## config.mk

```make
export PLATFORM = sky130hd
export DESIGN_NAME = icache_fill_ctrl
export DESIGN_NICKNAME = d
export VERILOG_FILES = /design/src/rtl/icache_fill_ctrl_pkg.sv /design/src/rtl/icache_fill_ctrl.sv
export SDC_FILE = /design/constraint.sdc
export NUM_CORES = 1
export LEC_CHECK = 0
export BUFFER_PORTS_ARGS = -buffer_cell sky130_fd_sc_hd__buf_4
export CORE_AREA = 4 4 231 233
export CTS_CLUSTER_DIAMETER = 60
export DETAILED_ROUTE_END_ITERATION = 10
export DIE_AREA = 0 0 235 237
export PLACE_DENSITY = 0.6
export SETUP_SLACK_MARGIN = 0.5
export SLEW_MARGIN = 15
export SYNTH_ARGS = -nofsm -noshare
export SYNTH_HDL_FRONTEND = slang
export SYNTH_SLANG_ARGS = --single-unit
```

## constraint.sdc

```tcl
create_clock -name clk -period 2.9 [get_ports clk]
set_input_delay 0.435 -clock clk [delete_from_list [all_inputs] [get_ports clk]]
set_output_delay 0.435 -clock clk [all_outputs]
set_load 0.05 [all_outputs]
```

## src/rtl/icache_fill_ctrl_pkg.sv

```systemverilog
// Shared fetch-side definitions for the instruction-cache fill path:
// fill controller state encoding and line/beat geometry.
package icache_fill_ctrl_pkg;

    typedef enum logic [2:0] {
        S_IDLE,
        S_L2LOOK,
        S_L2CHK,
        S_BEAT0,
        S_BEAT1,
        S_SETTLE,
        S_L1WR,
        S_DONE
    } fill_state_e;

    localparam int BEAT_BYTES    = 16;
    localparam int LINE_BYTES    = 32;
    localparam int LINE_OFS_BITS = $clog2(LINE_BYTES);
    localparam int SETTLE_CYCLES = 3;

endpackage

```

## src/rtl/icache_fill_ctrl.sv

```systemverilog
// L1 instruction-cache miss handler: looks up L2, fetches a 32-byte line as
// two 16-byte bus beats on an L2 miss, then writes the line into L1.
module icache_fill_ctrl
    import icache_fill_ctrl_pkg::*;
#(
    parameter int         AMSB = 79,
    parameter logic [7:0] TMO  = 8'd255
) (
    input  logic            clk,
    input  logic            rst,
    input  logic            miss_i,
    input  logic [AMSB:0]   miss_adr_i,
    input  logic            l2_hit_i,
    output logic            cyc_o,
    output logic            stb_o,
    output logic [AMSB:0]   adr_o,
    input  logic            ack_i,
    input  logic            err_i,
    input  logic            exv_i,
    input  logic [127:0]    dat_i,
    output logic            l2_wr_o,
    output logic [AMSB:0]   l2_adr_o,
    output logic [2:0]      l2_cnt_o,
    output logic [127:0]    l2_dat_o,
    output logic            l2_exv_o,
    output logic            l2_err_o,
    output logic            l2_nxt_o,
    output logic            l1_wr_o,
    output logic [AMSB:0]   l1_adr_o,
    output logic            busy_o,
    output logic            done_o
);

    localparam int AW = AMSB + 1;

    fill_state_e   state;
    logic [AMSB:0] line;
    logic [AMSB:0] miss_line;
    logic [1:0]    rst_sync;
    logic [7:0]    wait_cnt;
    logic [1:0]    settle_cnt;
    logic          gap;
    logic          tail;
    logic          run_ok;
    logic          resp;
    logic          beat_live;
    logic          beat_end;

    // Reset asserts immediately but releases only after two clock edges, so
    // the first miss after reset is never taken on a metastable release.
    always_ff @(posedge clk or negedge rst) begin
        if (!rst) begin
            rst_sync <= '0;
        end else begin
            rst_sync <= {rst_sync[0], 1'b1};
        end
    end

    assign run_ok    = rst_sync[1];
    assign miss_line = {miss_adr_i[AMSB:LINE_OFS_BITS], {LINE_OFS_BITS{1'b0}}};
    assign resp      = ack_i | err_i;
    // BEAT1 also hosts the strobe gap before the beat and the L2 write after it.
    assign beat_live = (state == S_BEAT0) || ((state == S_BEAT1) && !gap && !tail);
    assign beat_end  = beat_live && (resp || (wait_cnt == TMO));

    always_ff @(posedge clk or negedge rst) begin
        if (!rst) begin
            state      <= S_IDLE;
            line       <= '0;
            wait_cnt   <= '0;
            settle_cnt <= '0;
            gap        <= 1'b0;
            tail       <= 1'b0;
            cyc_o      <= 1'b0;
            stb_o      <= 1'b0;
            adr_o      <= '0;
            l2_wr_o    <= 1'b0;
            l2_adr_o   <= '0;
            l2_cnt_o   <= '0;
            l2_dat_o   <= '0;
            l2_exv_o   <= 1'b0;
            l2_err_o   <= 1'b0;
            l2_nxt_o   <= 1'b0;
            l1_wr_o    <= 1'b0;
            l1_adr_o   <= '0;
            busy_o     <= 1'b0;
            done_o     <= 1'b0;
        end else begin
            l2_wr_o  <= 1'b0;
            l1_wr_o  <= 1'b0;
            done_o   <= 1'b0;
            l2_nxt_o <= 1'b0;

            // A timed-out beat carries no data and is reported as an error.
            if (beat_end) begin
                l2_wr_o  <= 1'b1;
                l2_cnt_o <= (state == S_BEAT1) ? 3'd1 : 3'd0;
                l2_dat_o <= resp ? dat_i : '0;
                l2_exv_o <= resp & exv_i;
                l2_err_o <= err_i | ~resp;
            end

            case (state)
                S_IDLE: begin
                    if (miss_i && run_ok) begin
                        line     <= miss_line;
                        l2_adr_o <= miss_line;
                        busy_o   <= 1'b1;
                        state    <= S_L2LOOK;
                    end
                end
                S_L2LOOK: state <= S_L2CHK;
                S_L2CHK: begin
                    if (l2_hit_i) begin
                        settle_cnt <= '0;
                        state      <= S_SETTLE;
                    end else begin
                        cyc_o    <= 1'b1;
                        stb_o    <= 1'b1;
                        adr_o    <= line;
                        wait_cnt <= '0;
                        state    <= S_BEAT0;
                    end
                end
                S_BEAT0: begin
                    if (beat_end) begin
                        stb_o <= 1'b0;
                        adr_o <= line + AW'(BEAT_BYTES);
                        gap   <= 1'b1;
                        state <= S_BEAT1;
                    end else begin
                        wait_cnt <= wait_cnt + 8'd1;
                    end
                end
                S_BEAT1: begin
                    if (gap) begin
                        gap      <= 1'b0;
                        stb_o    <= 1'b1;
                        wait_cnt <= '0;
                    end else if (tail) begin
                        tail       <= 1'b0;
                        settle_cnt <= '0;
                        state      <= S_SETTLE;
                    end else if (beat_end) begin
                        cyc_o <= 1'b0;
                        stb_o <= 1'b0;
                        tail  <= 1'b1;
                    end else begin
                        wait_cnt <= wait_cnt + 8'd1;
                    end
                end
                S_SETTLE: begin
                    if (settle_cnt == 2'(SETTLE_CYCLES - 1)) begin
                        l1_wr_o  <= 1'b1;
                        l1_adr_o <= line;
                        state    <= S_L1WR;
                    end else begin
                        settle_cnt <= settle_cnt + 2'd1;
                    end
                end
                S_L1WR: begin
                    done_o   <= 1'b1;
                    l2_nxt_o <= 1'b1;
                    state    <= S_DONE;
                end
                S_DONE: begin
                    busy_o <= 1'b0;
                    state  <= S_IDLE;
                end
                default: state <= S_IDLE;
            endcase
        end
    end

endmodule

```

; ---- Word level (Yosys, flattened, before mapping)
; Index checks and enable logic that the tools add are counted.
[totals]
mem_bits_ro = 0
latchBits = 0
ram_bits = 0
memories = 0
output_inout_bits = 380
regBits = 386
[classes]
addsub = 3
order_cmp = 0
n_eq_ne = 20
div_mod_pow = 0
n_reduce_logical = 25
multipliers = 0
shift = 0
n_mux = 40
bitwise_logic = 5
[op_table]
columns = operator, count
row1 = two-way mux 80 bit, 2
row2 = one-hot mux 80 bit (2 select lines), 1
row3 = two-way mux 128 bit, 1
row4 = "adder 80 x 5 -> 80 bit, second input constant", 1
row5 = two-way mux 8 bit, 4
row6 = one-hot mux 3 bit (8 select lines), 1
row7 = one-hot mux 8 bit (3 select lines), 1
row8 = "!= test 2 bit, second input constant", 10
row9 = two-way mux 3 bit, 6
row10 = two-way mux 1 bit, 15
row11 = AND reduction 5 bit, 3
row12 = "== test 3 bit, second input constant", 4
row13 = AND reduction 2 bit, 5
row14 = "adder 8 x 1 -> 8 bit, second input constant", 1
row15 = "== test 8 bit, second input constant", 1
row16 = two-way mux 2 bit, 4
row17 = nonzero test 2 bit, 4
row18 = "== test 3 x 2 -> 1 bit, second input constant", 2
row19 = one-hot mux 1 bit (2 select lines), 3
row20 = one-hot mux 2 bit (3 select lines), 1
row21 = AND reduction 3 bit, 2
row22 = nonzero test 3 bit, 2
row23 = logical AND 1 bit, 4
row24 = "== test 3 x 1 -> 1 bit, second input constant", 1
row25 = other kinds (10), 14

; ---- Logic depth before layout (Yosys ltp)
[logic_depth]
ltp_word = 9
depth_mapped = 8
depth_no_buf = 7

; ---- Worst setup path before layout
; OpenSTA, ideal clock, no wires.
[synth_timing]
path_type = register -> register
startpoint = register wait_cnt[0]
endpoint = register adr_o[62]
path_stages_with_launch = 8
n_path_buf = 2
required_ns = 2.775
setup_slack_ns = 0.912
synth_period_minus_slack_ns = 1.988
arrival_time_ns = 1.863
cell_sequence = dfrtp_1 > ha_1 > nand3_1 > o21ai_2 > o211ai_2 > buf_2 > buf_2 > mux2_2
[synth_between]
elab_chain_len = 5
[synth_rtl]
columns = item, line
row1 = from (decl), icache_fill_ctrl.sv:40  ; logic [7:0] wait_cnt;
row2 = from (signal assigned), icache_fill_ctrl.sv:132  ; wait_cnt <= wait_cnt + 8'd1;
row3 = from (signal assigned), icache_fill_ctrl.sv:149  ; wait_cnt <= wait_cnt + 8'd1;
row4 = == test 8 bit, icache_fill_ctrl.sv:64  ; assign beat_end = beat_live && (resp || (wait_cnt == TMO));
row5 = logical OR 1 bit, icache_fill_ctrl.sv:64
row6 = logical AND 1 bit, icache_fill_ctrl.sv:64
row7 = != test 2 bit (no line), n/a
row8 = AND reduction 3 bit (no line), n/a
row9 = to (signal assigned), icache_fill_ctrl.sv:120  ; adr_o <= line;
row10 = to (signal assigned), icache_fill_ctrl.sv:128  ; adr_o <= line + AW'(BEAT_BYTES);
row11 = to (decl), icache_fill_ctrl.sv:16  ; output logic [AMSB:0] adr_o,
; Every way passes these cells.
; A chain may end at the register's enable or synchronous reset.

; ---- Worst setup path in the final report
[layout_timing]
startpoint = register state[2]
endpoint = register line[16]
[layout_between]
elab_chain_len = 2
[layout_rtl]
columns = item, line
row1 = from (decl), icache_fill_ctrl.sv:36  ; fill_state_e state;
row2 = from (signal assigned), icache_fill_ctrl.sv:68  ; state <= S_IDLE;
row3 = from (signal assigned), icache_fill_ctrl.sv:109  ; state <= S_L2LOOK;
row4 = from (signal assigned), icache_fill_ctrl.sv:112  ; S_L2LOOK: state <= S_L2CHK;
row5 = zero test 3 bit, icache_fill_ctrl.sv:103  ; case (state)
row6 = AND reduction 2 bit (no line), n/a
row7 = to (signal assigned), icache_fill_ctrl.sv:106  ; line <= miss_line;
row8 = to (decl), icache_fill_ctrl.sv:37  ; logic [AMSB:0] line;
; Every way passes these cells.

==> metrics.txt <==
CTS root buf=clkbuf_16; Initial Util=approximately 28%; FMAX=~0.43 GHz; Warnings, synthesis=0; FILL cells=4838; Synth top area share=between 60% and 70%; Placeable Area=51200 sq um; Die Width=235 um; min-delay worst type=in -> reg; first-pass GRT wire length=between 60000 and 70000 um; Fin. Hold Viols=0; total track usage=15.9%; largest net degree at the start of global routing=80; layout cell share with drive strength beyond 1=between 40% and 50%; count leader, synth=dfrtp_1; routability cong.=0.819; Rel. slew slack=between 50% and 60%; clk buf depth=3; I/O Pins=around 600; required time of the critical path=between 3 and 4 ns; Max Slew Vio Count=0; cell taking the most area after synthesis=dfrtp_1; final period utilization=approximately four fifths; Inst Count DP=between 2000 and 2500; Area contributors post-synth=dfrtp_1 (67%), mux2_2 (12%), a22o_1 (7.9%); Layout Skew=between 0.02 and 0.03 ns; Primary FF master, synth=dfrtp_1; post-route ant nets=0; number of DRC markers in iteration 0=approximately 560; num rows=83; Worst Tran Pin Value=approximately 0.7 ns; Crit path arrival time=around 2.8 ns; EDFF count, synth=0; PortBufs=573; CP Capture Type=register; DR vias/cell=between 4 and 5; TritonCTS clock tree=done; run status=complete, no violations; Hold Crit Start=dat_i[53]; FF+latch count, synth=380; r2r startpoint=state[2]$_DFFE_PN0P_; antenna violations before repair=0; die height=approximately 240 um; Final nets=1880; sequential cell area=9510 sq um; Vias=between 10000 and 15000; total CTS buffers=45; drt total wl=46600 um; routed len/inst=a little under 20 um; post-route insts no fill=2379; htree depth=2; Detail Placement HPWL=33900 um; Post-synth top cells=dfrtp_1 (380), nand2_1 (240), mux2_2 (151); RSZ-0062 raised after global routing=true; Reg clk slew, reported paths=0.06 ns; latest clock arrival within the worst-skew pair=~0.56 ns; minimum clock period=2.33 ns; Diodes inserted=0; Clock Sinks=380; max cap viols=0; CP startpoint=state[2]$_DFFE_PN0P_; die area=roughly 56000 sq um; grt ovf=0; drt first pass iters=4; Post-route DRC=0; vias in the first global route=11000; Multi-input gate area=about 4400 sq um; WS Path Type=reg -> reg; setup TNS=0 ns; Util after Layout=between 40% and 50%; startpoint types=register; maximum fanout along the worst path=34; asr flop ratio synth=100%; mapped cell area=roughly 14000 sq um; Syn Area/Cell=between 10 and 15 sq um; Synth cell types=48; P&R area growth vs syn=47.3%; sequential element share of the synthesized area=~67%; Gate Count Post-Synth=between 1000 and 1500; final setup fails=0
==> logic make-up (layout without fill, tap and decap cells) <==
| logic type | after synthesis | after routing | share of synthesized area (%) |
|---|---|---|---|
| DFF | 380 | 380 | 66.7 |
| other | 2 | 17 | 0.0527 |
| and+or+nand+nor | 274 | 275 | 7.65 |
| AOI/OAI and AO/OA | 167 | 167 | 9.73 |
| buffers and inverters | 89 | 702 | 3.42 |
| muxes | 152 | 152 | 12.0 |
| xor gates and xnor gates | 4 | 4 | 0.246 |
| adders and majority gates | 2 | 2 | 0.176 |
==> metrics by stage <==
stage | hold WS (ns) | worst slack (ns) | cell area (sq um)
floorplan | 0.139 | 0.912 | 14300
global placement | 0.334 | 0.523 | 19500
detailed placement | 0.349 | 0.485 | 19500
CTS | 0.0344 | 0.518 | 21000
global route | 0.0528 | 0.468 | 21000
finish | 0.0833 | 0.573 | 21000
==> final cells by class <==
class | count | share of cell area, %
clock buffer | 66 | 6.23
clock inverter | 17 | 0.787
inverter | 9 | 0.161
multi-input combinational | 617 | 20.8
sequential | 380 | 45.3
tap | 680 | 4.05
timing repair buffer | 610 | 22.7
==> flip-flops by register name, summed over array words and instances (netlist names) <==
register    flops
l2_dat_o      128
adr_o          76
l1_adr_o       75
line           75
wait_cnt        8
state           3
rst_sync        2
settle_cnt      2
busy_o          1
cyc_o           1
done_o          1
gap             1
l1_wr_o         1
l2_cnt_o        1
l2_err_o        1
l2_exv_o        1
l2_wr_o         1
stb_o           1
tail            1
==> repair_timing <==
item                                   CTS  global route
setup endpoints to repair               72           128
buffers inserted                         0             3
hold buffers                             1             0
gates cloned                             0             1
gates resized for setup                  2             0
endpoints found under the hold margin   69             0
pin swaps                                0             2
==> worst paths after layout <==
kind / slack (ns) / to / depth (start not counted)
max: 0.57 / line[16]$_DFFE_PN0P_ / 6
min: 0.08 / l2_dat_o[53]$_DFFE_PN0P_ / 2
max reg2reg: 0.57 / line[16]$_DFFE_PN0P_ / 6
min reg2reg: 0.36 / rst_sync[1]$_DFF_PN0_ / 0
max in group asynchronous: 1.48 / wait_cnt[2]$_DFFE_PN0P_ / 3
min in group asynchronous: 0.49 / l1_adr_o[18]$_DFFE_PN0P_ / 2
==> cell usage in the layout, fill, tap and decap left out, types with 5 or more instances in the layout <==
master       n
o21ai_0      7
a21oi_1     11
inv_1        7
clkbuf_1    13
nor2_1      10
dfrtp_1    380
buf_12      14
a22o_1     129
buf_4      594
clkbuf_16   47
nand2_1    239
conb_1      17
clkbuf_8     6
clkinv_2     7
mux2_2     151
nand3_1      5
==> layer usage <==
layer  track usage [%]  share of wire, %  up-vias
met2              26.5                50      340
met4              5.80               3.4        0
met3              3.67               6.2       88
met5                 0                 0        -
met1              20.3                40     5390
li1                  -                 -     4888
==> critical path, stage by stage, from the launching register on <==
cell     delay (ns)
dfrtp_1        0.45
buf_4          0.21
inv_1          0.14
and3_1         0.22
nand2_4        0.50
buf_4          0.29
mux2_2         0.34
Power is left out: the tool's default activity adds up to more than one toggle a clock period on the data nets, which glitch-free logic cannot reach.
